--- src/rtl/sim_ctrl_monitor.sv ---
// Simulation-control block: sequences core reset, firmware load and fetch enable,
// then watches per-hart pass/fail/exit flags and a watchdog to latch one sticky verdict.
module sim_ctrl_monitor #(
   parameter int unsigned NUM_HARTS            = 1,
   parameter int unsigned RESET_WAIT_CYCLES    = 4,
   parameter int unsigned FIRMWARE_WAIT_CYCLES = 6,
   parameter int unsigned CNT_WIDTH            = 32,
   parameter int unsigned EXIT_WIDTH           = 32,
   localparam int unsigned HART_W = (NUM_HARTS > 1) ? $clog2(NUM_HARTS) : 1
) (
   input  logic                            clk,
   input  logic                            rst_n,
   input  logic                            load_done_i,
   input  logic [NUM_HARTS-1:0]            tests_passed_i,
   input  logic [NUM_HARTS-1:0]            tests_failed_i,
   input  logic [NUM_HARTS-1:0]            exit_valid_i,
   input  logic [NUM_HARTS*EXIT_WIDTH-1:0] exit_value_i,
   input  logic [CNT_WIDTH-1:0]            max_cycles_i,
   output logic                            core_rst_no,
   output logic                            load_req_o,
   output logic                            fetch_enable_o,
   output logic                            done_o,
   output logic [2:0]                      status_o,
   output logic [HART_W-1:0]               done_hart_o,
   output logic [EXIT_WIDTH-1:0]           exit_code_o,
   output logic [CNT_WIDTH-1:0]            cycle_cnt_o
);

   typedef enum logic [2:0] {
      ST_RST_HOLD  = 3'd0,
      ST_LOAD_REQ  = 3'd1,
      ST_LOAD_WAIT = 3'd2,
      ST_RUN       = 3'd3,
      ST_DONE      = 3'd4
   } state_e;

   typedef enum logic [2:0] {
      STAT_NONE     = 3'd0,
      STAT_PASS     = 3'd1,
      STAT_FAIL     = 3'd2,
      STAT_EXIT_OK  = 3'd3,
      STAT_EXIT_ERR = 3'd4,
      STAT_TIMEOUT  = 3'd5
   } status_e;

   // The sequence counter only has to reach FIRMWARE_WAIT_CYCLES; it saturates above that.
   localparam int unsigned       SEQ_W   = $clog2(FIRMWARE_WAIT_CYCLES + 2);
   localparam logic [SEQ_W-1:0]  SEQ_MAX = '1;
   localparam logic [SEQ_W-1:0]  RST_AT  = SEQ_W'(RESET_WAIT_CYCLES);
   localparam logic [SEQ_W-1:0]  LOAD_AT = SEQ_W'(FIRMWARE_WAIT_CYCLES - 1);
   localparam logic [CNT_WIDTH-1:0] CNT_MAX = '1;

   state_e                 state_q, state_d;
   logic [SEQ_W-1:0]       seq_q, seq_d;
   logic                   core_rst_q, core_rst_d;
   logic                   load_req_q, load_req_d;
   logic                   fetch_q, fetch_d;
   logic                   done_q, done_d;
   status_e                status_q, status_d;
   logic [HART_W-1:0]      hart_q, hart_d;
   logic [EXIT_WIDTH-1:0]  code_q, code_d;
   logic [CNT_WIDTH-1:0]   cyc_q, cyc_d;

   logic                   ev_found;
   status_e                ev_status;
   logic [HART_W-1:0]      ev_hart;
   logic [EXIT_WIDTH-1:0]  ev_code;
   logic                   wd_fire;
   logic                   verdict;

   // Lowest-index hart with any flag wins; within a hart, failed > passed > exit.
   always_comb begin
      // NOTE: every combinational output gets a default first so no latch is inferred.
      ev_found  = 1'b0;
      ev_status = STAT_NONE;
      ev_hart   = '0;
      ev_code   = '0;
      for (int h = 0; h < int'(NUM_HARTS); h++) begin
         if (!ev_found && (tests_failed_i[h] || tests_passed_i[h] || exit_valid_i[h])) begin
            ev_found = 1'b1;
            ev_hart  = HART_W'(h);
            if (tests_failed_i[h]) begin
               ev_status = STAT_FAIL;
            end else if (tests_passed_i[h]) begin
               ev_status = STAT_PASS;
            end else begin
               ev_code   = exit_value_i[h*EXIT_WIDTH +: EXIT_WIDTH];
               ev_status = (ev_code == '0) ? STAT_EXIT_OK : STAT_EXIT_ERR;
            end
         end
      end
   end

   assign wd_fire = (max_cycles_i != '0) && (cyc_q >= max_cycles_i);
   assign verdict = (state_q == ST_RUN) && (ev_found || wd_fire);

   always_ff @(posedge clk or negedge rst_n) begin
      if (!rst_n) begin
         state_q <= ST_RST_HOLD;
      end else begin
         // NOTE: sequential state is updated with non-blocking assignments only.
         state_q <= state_d;
      end
   end

   always_comb begin
      state_d = state_q;
      unique case (state_q)
         ST_RST_HOLD:  if (seq_q >= LOAD_AT) state_d = ST_LOAD_REQ;
         ST_LOAD_REQ:  state_d = ST_LOAD_WAIT;
         ST_LOAD_WAIT: if (load_done_i) state_d = ST_RUN;
         ST_RUN:       if (ev_found || wd_fire) state_d = ST_DONE;
         ST_DONE:      state_d = ST_DONE;
         default:      state_d = ST_RST_HOLD;
      endcase
   end

   // Output process: computes the next value of every registered output.
   always_comb begin
      seq_d      = seq_q;
      core_rst_d = core_rst_q;
      load_req_d = (state_q == ST_LOAD_REQ);
      fetch_d    = fetch_q;
      done_d     = done_q;
      status_d   = status_q;
      hart_d     = hart_q;
      code_d     = code_q;
      cyc_d      = cyc_q;

      if ((state_q == ST_RST_HOLD || state_q == ST_LOAD_REQ || state_q == ST_LOAD_WAIT)
          && seq_q != SEQ_MAX) begin
         seq_d = seq_q + 1'b1;
      end
      if (seq_q >= RST_AT) begin
         core_rst_d = 1'b1;
      end
      if (state_q == ST_LOAD_WAIT && load_done_i) begin
         fetch_d = 1'b1;
      end

      if (state_q == ST_RUN) begin
         if (verdict) begin
            fetch_d  = 1'b0;
            done_d   = 1'b1;
            status_d = ev_found ? ev_status : STAT_TIMEOUT;
            hart_d   = ev_found ? ev_hart : '0;
            code_d   = ev_found ? ev_code : '0;
         end else if (cyc_q != CNT_MAX) begin
            cyc_d = cyc_q + CNT_WIDTH'(1);
         end
      end
   end

   always_ff @(posedge clk or negedge rst_n) begin
      if (!rst_n) begin
         seq_q      <= '0;
         core_rst_q <= 1'b0;
         load_req_q <= 1'b0;
         fetch_q    <= 1'b0;
         done_q     <= 1'b0;
         status_q   <= STAT_NONE;
         hart_q     <= '0;
         code_q     <= '0;
         cyc_q      <= '0;
      end else begin
         seq_q      <= seq_d;
         core_rst_q <= core_rst_d;
         load_req_q <= load_req_d;
         fetch_q    <= fetch_d;
         done_q     <= done_d;
         status_q   <= status_d;
         hart_q     <= hart_d;
         code_q     <= code_d;
         cyc_q      <= cyc_d;
      end
   end

   assign core_rst_no    = core_rst_q;
   assign load_req_o     = load_req_q;
   assign fetch_enable_o = fetch_q;
   assign done_o         = done_q;
   assign status_o       = status_q;
   assign done_hart_o    = hart_q;
   assign exit_code_o    = code_q;
   assign cycle_cnt_o    = cyc_q;

endmodule

--- config.mk ---
export PLATFORM = sky130hd
export DESIGN_NAME = sim_ctrl_monitor
export DESIGN_NICKNAME = d
export VERILOG_FILES = /design/src/rtl/sim_ctrl_monitor.sv
export SDC_FILE = /design/constraint.sdc
export NUM_CORES = 1
export LEC_CHECK = 0
export ABC_CLOCK_PERIOD_IN_PS = 3100
export CAP_MARGIN = 10
export CORE_UTILIZATION = 47
export CTS_CLUSTER_SIZE = 25
export DETAILED_ROUTE_END_ITERATION = 10
export PLACE_DENSITY = 0.79
export SETUP_SLACK_MARGIN = 0.15
export SLEW_MARGIN = 20
export SYNTH_ARGS = -nofsm -noshare
export SYNTH_HDL_FRONTEND = slang
export SYNTH_SLANG_ARGS = --single-unit
export TNS_END_PERCENT = 1
--- constraint.sdc ---
create_clock -name clk -period 3.1 [get_ports clk]
set_input_delay 0.62 -clock clk [delete_from_list [all_inputs] [get_ports clk]]
set_output_delay 0.62 -clock clk [all_outputs]
set_load 0.05 [all_outputs]
==> out/qor.csv <==
stage;metric;value;unit
outcome;status;completed;
finish;fill_cells;709;
timing;setup_viol;0;
synth;yosys_warnings;0;
timing;tns;0;ps
clock_network;cts_max_level;3;
worst_setup_path;cp-start-kind;input port;
worst_setup_path;path_max_fanout;8;
finish;finalInstanceArea;0.00646;mm²
place;io_buffer_count;140;
synth;synth_top_area_share;43.3;%
timing;finalHoldViolations;0;
die;die_w;99.3;µm
power_and_ir_drop;vdd_drop_max;0.000417;V
synth;synthFlopType;dfrtp_1;
die;die_h;99.3;µm
clock_network;clk_pin_slew_worst_paths;80;ps
die;core_area;0.00920;mm²
clock_network;cts_buffers;9;
synth;yosysUniqueCellTypes;46;
synth;synthXorXnorAreaFrac;6.30;%
hold_path;min_path_type;input port to async pin;
power_and_ir_drop;finalPower;4030;µW
timing;clock_skew;9.15;ps
place;preCtsSetupSlack;-312;ps
route;via_count;4299;
synth;synth_top_family_by_area;simple AND/OR/NAND/NOR gates;
clock_network;cts_tree;done;
place;routabilityCongestion;0.970;
finish;seqCellArea;0.00193;mm²
synth;synth_top_area_cell;dfrtp_1;
die;die-area;0.00985;mm²
worst_setup_path;required;3330;ps
route;remaining_drc_errors;0;
finish;final_layout_size_suffix_gt1_share;11.5;%
flow_run;drv_cap;0;
timing;fin_ws;209;ps
synth;synth_area_leaders;dfrtp_1 (43%), ha_1 (10%), nand4_1 (8.4%), xnor2_1 (6.1%), nand2_1 (4.1%);
clock_network;cts_sinks;77;
clock_network;cts_buffer_depth;2;
timing;grt_setup_unrepaired;yes;
synth;synthSimpleGateAreaFrac;23.2;%
timing;tightest_slew;951;ps
die;row_count;35;
clock_network;clkLatencyLatePin;340;ps
synth;netlist_area;0.00445;mm²
finish;nNetsFinal;729;
timing;slew_headroom;36.6;%
route;first_iter_violations;194;
global_routing;grt_max_degree;78;
clock_network;cts_root_buf;clkbuf_8;
place;dp_hpwl;9.02;mm
finish;flow.area_growth_from_synthesis;45.3;%
route;drt_wl_total;12.5;mm
worst_setup_path;arrival;3120;ps
synth;syn_nets;580;
finish;multi_input_area;0.00238;mm²
die;ios;142;
power_and_ir_drop;leakagePower;0.00306;µW
global_routing;globalRouteTotalUtil;25.7;%
timing;fmax;0.346;GHz
global_routing;antenna_found_initial;0;
worst_setup_path;crit_type;input port to flop;
die;start_util;48.3;%
synth;synth_adder_area_share;10.4;%
timing;period_needed;2890;ps
power_and_ir_drop;power_per_cell_area;623;mW/mm²
synth;synth_compound_area_share;9.03;%
route;ant_nets;0;
route;vias_per_cell;5.83;
synth;synth_mux_area_share;0.985;%
route;drt_first_pass_iters;4;
timing;fin_crit_sh;93.2;%
clock_network;ctsHoldBuffers;0;
synth;synth-edff-count;0;
worst_setup_path;endpoint_kind;flop;
place;post_dp_cell_area;0.00602;mm²
synth;async_reset_ff_share;100;%
synth;synth_common_cells;dfrtp_1 (77), nand4_1 (60), nand2_1 (49);
timing;slew_viol_final;0;
global_routing;grt_first_pass_wirelength;20.0;mm
synth;netlist_instances;473;
global_routing;grt.overflow.total;0;
synth;ys_ff_latch;77;
synth;synth-seq-area-share;43.3;%
route;post_drt_wl_per_cell;17.0;µm
synth;avgSynthCellArea;9.40;µm²
synth;synth.most_common_cell;dfrtp_1;
finish;diodes;0;
global_routing;grt_pass1_vias;4153;
==> critical path, cell delays in order <==
cell and delay, ps:
dlygate4sd2_1 260, ha_1 270, nand2b_1 140, a2111o_1 440, a32oi_2 310, a211oi_4 130
nor4b_4 330, buf_6 190, buf_12 120, mux2_1 310
==> logic make-up after synthesis <==
| logic type | after synthesis |
|---|---|
| simple gates | 184 |
| flops | 77 |
| compound gates | 70 |
| buf+inv | 68 |
| fa+ha+maj | 37 |
| xor+xnor | 32 |
| mux | 4 |
| other cells | 1 |
==> path summary, 6_finish.rpt <==
| kind | from | endpoint | slack [ps] | depth (start not counted) |
|---|---|---|---|---|
| min | rst_n | exit_code_o[24] | 420 | 1 |
| min in group clk | done_o | done_o | 470 | 1 |
| max reg2reg | cycle_cnt_o[0] | cycle_cnt_o[1] | 260 | 10 |
| max in group asynchronous | rst_n | exit_code_o[5] | 2060 | 1 |
| min reg2reg | done_o | done_o | 470 | 1 |
| max | max_cycles_i[0] | cycle_cnt_o[1] | 210 | 10 |
==> per-stage QoR <==
stage / utilization, % / hold slack [ps] / cells
2_1_floorplan: - / 324 / 473
6_report: 70.2 / 416 / 737
3_5_place_dp: 65.4 / 454 / 714
4_1_cts: 69.0 / 462 / 736
5_1_grt: 70.2 / 479 / 737
3_3_place_gp: 65.4 / 450 / 714
==> flip-flops by register name (all words and copies together) (netlist names) <==
name / flops
core_rst_no: 1
cycle_cnt_o: 32
done_o: 1
exit_code_o: 32
fetch_enable_o: 1
load_req_o: 1
seq_q: 3
state_q: 3
status_o: 3
==> layer usage <==
layer	routed length [µm]	GRT usage (%)	share of wire, %	up-vias
met4	428	11.0	3.4	0
met5	0	0	0	-
met2	6350	43.8	51	156
met3	642	5.34	5.1	34
met1	5100	31.9	41	2113
li1	-	-	-	1996
==> timing repair <==
item,CTS,global route
buffers inserted,5,2
pin swaps,9,15
resized for setup,11,31
setup endpoints to repair,58,64
gates cloned,2,0
==> power breakdown <==
| group | leakage [µW] | switching (µW) | internal (µW) |
|---|---|---|---|
| registers | 0.00103 | 170 | 1240 |
| logic | 0.00193 | 1240 | 663 |
| clock network | 0.0000984 | 356 | 360 |
==> cell type report <==
type / instances / share of cell area [%]
flip-flops and latches: 77 / 29.8
repair buffers: 165 / 26.0
clock inverters: 6 / 0.852
inverters: 41 / 2.38
well taps: 111 / 2.15
clock buffers: 9 / 1.92
multi-input cells: 328 / 36.9
==> layout by cell type, fill, tap and decap left out, types with 2 or more instances in the layout <==
cell / count
clkinv_2: 5
nand2_1: 49
and3_1: 14
nand3_2: 5
and4_1: 5
nand3_1: 3
nor3_1: 4
ha_4: 6
dlymetal6s2s_1: 10
clkbuf_8: 9
a21oi_1: 13
a31oi_1: 3
clkdlybuf4s50_1: 128
xnor2_1: 31
dfrtp_1: 77
nand4_1: 60
nand2b_1: 2
inv_1: 36
nor2_1: 9
nor2_2: 2
and2_1: 6
mux2_1: 2
nor4_1: 16
o21ai_0: 5
buf_4: 20
ha_1: 30
o21ai_1: 38
inv_2: 5
buf_12: 3
(Power assumes the default switching activity.)
